<file path="config.mk">
export PLATFORM = sky130hd
export DESIGN_NAME = wb_arbiter
export DESIGN_NICKNAME = d
export VERILOG_FILES = /design/src/rtl/wb_arbiter_pkg.sv /design/src/rtl/wb_arbiter_load_formatter.sv /design/src/rtl/wb_arbiter.sv
export SDC_FILE = /design/constraint.sdc
export NUM_CORES = 1
export LEC_CHECK = 0
export BUFFER_PORTS_ARGS = -buffer_cell sky130_fd_sc_hd__buf_2
export CELL_PAD_IN_SITES_DETAIL_PLACEMENT = 1
export CELL_PAD_IN_SITES_GLOBAL_PLACEMENT = 1
export CORE_MARGIN = 2
export CORE_UTILIZATION = 39
export DETAILED_ROUTE_END_ITERATION = 6
export GPL_ROUTABILITY_DRIVEN = 1
export PLACE_DENSITY = 0.85
export SYNTH_ARGS = -nofsm -noshare
export SYNTH_HDL_FRONTEND = slang
export SYNTH_SLANG_ARGS = --single-unit
export TNS_END_PERCENT = 20
</file>
<file path="constraint.sdc">
create_clock -name clk -period 2.25 [get_ports clk]
set_clock_uncertainty 0.15 [all_clocks]
set_input_delay 0.225 -clock clk [delete_from_list [all_inputs] [get_ports clk]]
set_output_delay 0.225 -clock clk [all_outputs]
set_load 0.05 [all_outputs]
</file>
<file path="src/rtl/wb_arbiter_pkg.sv">
// wb_arbiter_pkg: shared widths, load size encodings and types for the register-file writer
package wb_arbiter_pkg;
  localparam int XLEN = 32;
  localparam int GP_REG_COUNT = 32;
  localparam int RA_W = $clog2(GP_REG_COUNT);
  localparam logic [1:0] LD_SIZE_B = 2'b00;
  localparam logic [1:0] LD_SIZE_H = 2'b01;
  localparam logic [1:0] LD_SIZE_W = 2'b10;
  typedef enum logic {ST_IDLE, ST_WAIT} state_t;
  typedef struct packed {
    logic [RA_W-1:0] rd;
    logic [1:0]      size;
    logic            uns;
    logic [1:0]      off;
  } ld_req_t;
endpackage

</file>
<file path="src/rtl/wb_arbiter_load_formatter.sv">
// load_formatter: selects the byte/halfword lane of a memory word and sign/zero extends it
module load_formatter
  import wb_arbiter_pkg::*;
(
  input  logic [XLEN-1:0] rdata,
  input  logic [1:0]      size,
  input  logic            uns,
  input  logic [1:0]      offset,
  output logic [XLEN-1:0] data
);
  logic [7:0]  b;
  logic [15:0] h;
  always_comb begin
    b = rdata[{offset, 3'b000} +: 8];
    h = rdata[{offset[1], 4'b0000} +: 16];
    data = size[1] ? rdata
         : size[0] ? {{(XLEN-16){~uns & h[15]}}, h}
         : {{(XLEN-8){~uns & b[7]}}, b};
  end
endmodule

</file>
<file path="src/rtl/wb_arbiter.sv">
// wb_arbiter: merges ALU results and load responses into the single register-file write port
module wb_arbiter
  import wb_arbiter_pkg::*;
(
  input  logic            clk,
  input  logic            rst_n,
  input  logic            alu_valid_i,
  input  logic [RA_W-1:0] alu_rd_i,
  input  logic [XLEN-1:0] alu_data_i,
  output logic            alu_ready_o,
  input  logic            ld_req_valid_i,
  input  logic [RA_W-1:0] ld_req_rd_i,
  input  logic [1:0]      ld_req_size_i,
  input  logic            ld_req_unsigned_i,
  input  logic [1:0]      ld_req_offset_i,
  output logic            ld_req_ready_o,
  input  logic            ld_rvalid_i,
  input  logic [XLEN-1:0] ld_rdata_i,
  output logic            pend_valid_o,
  output logic [RA_W-1:0] pend_rd_o,
  output logic            rf_we_o,
  output logic [RA_W-1:0] rf_waddr_o,
  output logic [XLEN-1:0] rf_wdata_o,
  output logic            spurious_rsp_o
);
  state_t          state, state_n;
  ld_req_t         ld;
  logic            up;
  logic            skid_valid;
  logic [RA_W-1:0] skid_rd;
  logic [XLEN-1:0] skid_data;
  logic [XLEN-1:0] ld_data;
  logic            ld_win, alu_acc, ld_acc, win_valid;
  logic [RA_W-1:0] win_rd;
  logic [XLEN-1:0] win_data;

  load_formatter u_fmt (
    .rdata  (ld_rdata_i),
    .size   (ld.size),
    .uns    (ld.uns),
    .offset (ld.off),
    .data   (ld_data)
  );

  // up keeps both ready outputs low while reset is asserted
  assign alu_ready_o    = up & ~skid_valid;
  assign ld_req_ready_o = up & (state == ST_IDLE);
  assign pend_valid_o   = state == ST_WAIT;
  assign pend_rd_o      = ld.rd;

  always_comb begin
    ld_win    = pend_valid_o & ld_rvalid_i;
    alu_acc   = alu_valid_i & alu_ready_o;
    ld_acc    = ld_req_valid_i & ld_req_ready_o;
    win_valid = ld_win | skid_valid | alu_acc;
    win_rd    = ld_win ? ld.rd : skid_valid ? skid_rd : alu_rd_i;
    win_data  = ld_win ? ld_data : skid_valid ? skid_data : alu_data_i;
    state_n   = ld_acc ? ST_WAIT : ld_win ? ST_IDLE : state;
  end

  always_ff @(posedge clk or negedge rst_n) begin
    if (!rst_n) begin
      state          <= ST_IDLE;
      ld             <= '0;
      up             <= 1'b0;
      skid_valid     <= 1'b0;
      skid_rd        <= '0;
      skid_data      <= '0;
      rf_we_o        <= 1'b0;
      rf_waddr_o     <= '0;
      rf_wdata_o     <= '0;
      spurious_rsp_o <= 1'b0;
    end else begin
      state <= state_n;
      up    <= 1'b1;
      if (ld_acc) ld <= '{rd: ld_req_rd_i, size: ld_req_size_i, uns: ld_req_unsigned_i, off: ld_req_offset_i};
      // a skid entry survives only while a load response keeps beating it
      skid_valid <= ld_win & (skid_valid | alu_acc);
      if (ld_win & alu_acc) begin
        skid_rd   <= alu_rd_i;
        skid_data <= alu_data_i;
      end
      rf_we_o        <= win_valid & (|win_rd);
      rf_waddr_o     <= win_rd;
      rf_wdata_o     <= win_data;
      spurious_rsp_o <= ld_rvalid_i & ~pend_valid_o;
    end
  end
endmodule

</file>
==> metrics, run 1 <==
outcome=completed; post-layout min period=1.99 ns; post-synthesis compound-gate area fraction=0.144; Clk Tree Root Cell=clkbuf_8; fin crit share=0.886; area delta synth->final=38.2%; Synth top cells by count=dfrtp_1, mux2_2, nand2_1; multiplexer area fraction after synthesis=0.185; Slew HR=0.636; Num CTS Buffers=9; post-synthesis adder-cell area fraction=0; RSZ-0062 raised after global routing=no; gr usage total=0.263; final WL=15000 um; Setup Buffers After CTS=0; Min-Delay Path Class=in2reg; final slew viol count=0; total grt overflow=0; vias after detailed routing=3784; LEAKAGE=2.62 nW; Syn Nets=454; placer congestion estimate=0.805; synth top area cells=dfrtp_1, mux2_2, a211oi_1; initial drt markers=181; Crit path required time=2.35 ns; router iterations before antenna repair=4; Post-Synth Simple-Gate Area=0.0975; clk_lat worst skew=0.38 ns; Worst-path clk slew=0.09 ns; Max clock buf depth=2; # placed instances=619; most frequent cell after synthesis=dfrtp_1; final net count=638; Arr. time, crit path=2.09 ns; Mapped Area=0.00424 mm^2; IO Pins=131; Synth top area share=0.526; Final Hold Violating Endpoints=0; Core Box Area=0.0107 mm^2; synth warn=0; CTS H-tree lvls=3; fraction of registers with async set/reset=1.00; starting density of the core=0.396; Final Util=0.547; Final Hold Slack=0.0150 ns; CTS tree=yes; post-route ant nets=0; Final setup viols=0; final non-filler cell total=702; initial antenna violation count=4; synth unique cells=30; first-pass GRT wire length=22800 um; sequential area share after synthesis=0.526; DIE AREA=0.0117 mm^2; post-synthesis xor/xnor area fraction=0; met3 GRT Util=0.0446; Port Buffers=130; Syn Area/Cell=11.4 um^2; site row count=38; DRC errors left=0; die height=108 um; total negative setup slack=0 ns; startpoint types=flip-flop; Mapped Cells=370; Max Cap Viol=0; Worst IR Drop VDD=360 uV; crit path capture type=flip-flop; share of cells above drive strength 1=0.382; CP Class=reg2reg; main combinational cell family by area after synthesis=multiplexers; largest net degree at the start of global routing=65; met1 GRT Util=0.315; Synth Register Bits=89; DR WL/cell=21.3 um; CTS resizes=0; M2 GR Usage=0.450; vias in the first global route=4166; Hold Buf Count CTS=64; main flop type after synthesis=dfrtp_1; clock sinks=89; post-synth top area cell=dfrtp_1; PD cells=857 mW/mm^2; post-DP HPWL=9110 um; Die Span X=108 um; fmax=502 MHz; Worst Max-Slew Pin Slew=0.543 ns; number of synthesized flops with an enable pin=0; worst-path maximum fanout=10; Most Used Layer, Global Route=met2; vias per inst=5.39
## final timing paths
| kind | cells past startpoint | slack, ns | from | endpoint |
|---|---|---|---|---|
| setup reg to reg | 4 | 0.26 | pend_valid_o$_DFFE_PN0P_ | rf_we_o$_DFF_PN0_ |
| hold reg to reg | 1 | 0.34 | skid_data[9]$_DFFE_PN0P_ | skid_data[9]$_DFFE_PN0P_ |
| hold / removal | 3 | 0.02 | ld_rdata_i[30] | rf_wdata_o[30]$_DFF_PN0_ |
| setup / recovery | 4 | 0.26 | pend_valid_o$_DFFE_PN0P_ | rf_we_o$_DFF_PN0_ |
| max in group asynchronous | 3 | 1.06 | rst_n | skid_data[3]$_DFFE_PN0P_ |
| min in group asynchronous | 2 | 0.22 | rst_n | skid_data[9]$_DFFE_PN0P_ |
## state kept, by name (all words and copies together) (netlist names)
register	count
rf_waddr_o	5
ld	5
up	1
skid_data	32
spurious_rsp_o	1
skid_rd	5
pend_rd_o	5
skid_valid	1
rf_wdata_o	32
rf_we_o	1
pend_valid_o	1
## where the power goes
| part | switching, mW | internal (mW) | leakage (nW) |
|---|---|---|---|
| clock network | 0.590 | 0.650 | 0.106 |
| registers | 0.237 | 1.94 | 1.06 |
| logic | 0.996 | 0.608 | 1.45 |
## critical path: stages, from the launching register on
cell       delay, ns
dfrtp_1         0.56
and2_2          0.34
o21ai_1         0.13
or4_1           0.54
a2bb2oi_1       0.15
## final cells by class
type                       count  area (um^2)
fill                        1176         4840
clock inverter                 3         65.1
clock buffer                  12          145
tap                          140          175
inverter                       3         11.3
antenna                        4         10.0
multi-input combinational    245         1810
timing repair buffer         206         1410
sequential                    89         2230
## metal layers
| metal | vias up | wire length, um |
|---|---|---|
| met5 | - | 0 |
| met1 | 1902 | 6000 |
| met4 | 0 | 619 |
| met2 | 131 | 7760 |
| met3 | 48 | 594 |
| li1 | 1703 | - |
## kinds of logic (layout without fill, tap and decap cells)
group / Yosys count / after routing
buffers and inverters: 36 / 224
multiplexers: 70 / 70
flip-flops: 89 / 89
AO/OA/AOI/OAI: 92 / 92
other: 1 / 5
AND/OR/NAND/NOR: 82 / 82
## cells in the final DEF (no fill, tap or decap), drive strengths merged, types with 11 or more instances in the layout
cell type,n
buf,142
dfrtp,89
dlygate4sd3,64
mux2,55
nand2,36
nor2b,28
a211oi,24
a31oi,24
o21ai,16
mux2i,14
clkbuf,12
nand3,11
## stage by stage
step                instance area, um^2  power [mW]  worst slack [ns]
floorplan                          4240        3.20             0.103
global placement                   4990        3.56             0.472
detailed placement                 4990        3.65             0.377
CTS                                5840        4.97             0.330
global route                       5850        5.23             0.116
finish                             5850        5.02             0.257
Note: power is estimated with default switching activity, not from simulation.
==> run 2, diff against run 1 <==
Settings changed: CELL_PAD_IN_SITES_GLOBAL_PLACEMENT 1 to 2, CORE_UTILIZATION 39 to 33, CTS_BUF_LIST from default to sky130_fd_sc_hd__clkbuf_4, PLACE_DENSITY 0.85 to 0.88.
==> run 2 against run 1 <==
- critical path depth stayed put
- sequential share of layout area fell by 0.78 points
- worst hold slack better by 0.017 ns
- die area increased by 17%
- count of clock-buffer cells in the layout shrank 1
- wire length decreased by 3.1%
- maximum frequency up 3.2%
- largest power group unchanged
==> metrics, run 2 (synthesis gave the netlist of run 1 again) <==
LEAKAGE=2.65 nW; die height=117 um; final worst setup slack=0.318 ns; Arr. time, crit path=2.15 ns; vias per inst=5.09; DIE AREA=0.0138 mm^2; Final setup viols=0; Slowest cell on crit path=o21ai_1; Max Cap Viol=0; Core Box Area=0.0126 mm^2; Num CTS Buffers=9; Crit path required time=2.47 ns; pre-CTS WS=0.377 ns; share of total power in the clock network=0.191; gr usage total=0.217; clock sinks=89; CP Class=reg2reg; Min-Delay Path Class=in2reg; router iterations before antenna repair=4; worst-path maximum fanout=7; fmax=518 MHz; PD cells=779 mW/mm^2; Max clock buf depth=2; final net count=653; largest net degree at the start of global routing=67; Combinational Power Share=0.346; worst-path cell chain=nor2b_1 > o21ai_1 > nand2_1 > a31oi_1; DRC errors left=0; CP top delay family=compound AO/OA/AOI/OAI gates; Seq pwr share=0.463; Fillers=1419; Final Hold Slack=0.0320 ns; initial drt markers=150; sequential cell area=0.00223 mm^2; Reg2Reg Depth=4; starting density of the core=0.337; Net Sw Frac=0.374; post-layout min period=1.93 ns; biggest regs=rf_wdata_o: 32 flops, skid_data: 32 flops; area taken by multi-input logic gates=0.00181 mm^2; Clk Tree Root Cell=clkbuf_4; outcome=completed; site row count=41; Cell Area, Placed=0.00503 mm^2; CTS tree=yes; Worst IR Drop VDD=294 uV; initial antenna violation count=2; final WL=14500 um; placer congestion estimate=0.936; Final Hold Violating Endpoints=0; commonest cells after routing, fill and taps aside=buf_2, dfrtp_1, dlygate4sd3_1; Port Buffers=130; area delta synth->final=41.1%; total negative setup slack=0 ns; net switching power=1.74 mW; vias after detailed routing=3804; first-pass GRT wire length=22200 um; post-DP HPWL=9110 um; CP Buf/Inv Count=0; Finished Cell Area=0.00598 mm^2; clk_lat worst skew=0.46 ns; startpoint types=flip-flop; Final Util=0.476; post-route ant nets=0; CP Depth=4; Die Span X=117 um; worst hold path depth=3; IO Pins=131; crit path capture type=flip-flop; fin crit share=0.859; crit-path max cell delay=0.60 ns; CTS H-tree lvls=3; DR WL/cell=19.4 um; final slew viol count=0; total grt overflow=0; vias in the first global route=4102; Worst Max-Slew Pin Slew=0.719 ns; share of cells above drive strength 1=0.372; Cell Int Power=2.91 mW; Worst-path clk slew=0.13 ns; commonest non-fill, non-tap cell in the layout=buf_2; Slew HR=0.518; RSZ-0062 raised after global routing=no
## run 2: cell count changes in the layout (fill, tap and decap cells not counted), moves of 2 or more
cell           change
clkbuf_8          -10
clkbuf_4          +11
clkbuf_1           -2
buf_4              -3
dlygate4sd3_1     +17
clkinv_2           +2
## run 2: final timing paths
kind	start	slack, ns	to
max	ld[0]$_DFFE_PN0P_	0.32	rf_wdata_o[4]$_DFF_PN0_
min	ld_rdata_i[15]	0.03	rf_wdata_o[15]$_DFF_PN0_
max reg2reg	ld[0]$_DFFE_PN0P_	0.32	rf_wdata_o[4]$_DFF_PN0_
min reg2reg	skid_data[10]$_DFFE_PN0P_	0.36	skid_data[10]$_DFFE_PN0P_
max in group asynchronous	rst_n	1.15	skid_valid$_DFF_PN0_
min in group asynchronous	rst_n	0.14	rf_wdata_o[10]$_DFF_PN0_
## run 2: worst reg2reg max path, cell delays in order, from the launching register on
cell and delay, ns:
dfrtp_1 0.48, nor2b_1 0.23, o21ai_1 0.60, nand2_1 0.12
a31oi_1 0.26
## run 2: timing repair
| action | in CTS | in global routing |
|---|---|---|
| setup endpoints to repair | 0 | 0 |
| buffers inserted | 0 | 0 |
| hold buffers | 81 | 0 |
| hold endpoints to repair | 128 | 0 |
| resized for setup | 0 | 0 |
## run 2: metrics by stage
stage / cells / total power [mW]
2_1_floorplan: 370 / 3.20
3_3_place_gp: 649 / 3.58
3_5_place_dp: 649 / 3.65
4_1_cts: 745 / 4.65
5_1_grt: 747 / 4.90
6_report: 748 / 4.66
## run 2: layer usage
metal | track usage | share of wire | vias to the layer above
met5 | 0 | 0 | -
met4 | 0.103 | 0.031 | 0
met3 | 0.0335 | 0.041 | 30
met2 | 0.377 | 0.52 | 104
met1 | 0.263 | 0.40 | 1942
li1 | - | - | 1728
## run 2: cell type report
class / count / area share
Timing Repair Buffer: 221 / 0.264
Clock buffer: 11 / 0.0138
Inverter: 3 / 0.00188
Sequential cell: 89 / 0.373
Multi-Input combinational cell: 245 / 0.303
Clock inverter: 4 / 0.00754
Antenna cell: 3 / 0.00126
Tap cell: 172 / 0.0360
## run 2: power by group through the flow
stage	clock [mW]	sequential (mW)	combinational [mW]
after detailed placement	0	2.17	1.48
after CTS	0.917	2.14	1.60
after global placement	0	2.15	1.43
final	0.889	2.15	1.61
after global routing	0.989	2.19	1.72
after floorplan	0	2.42	0.780
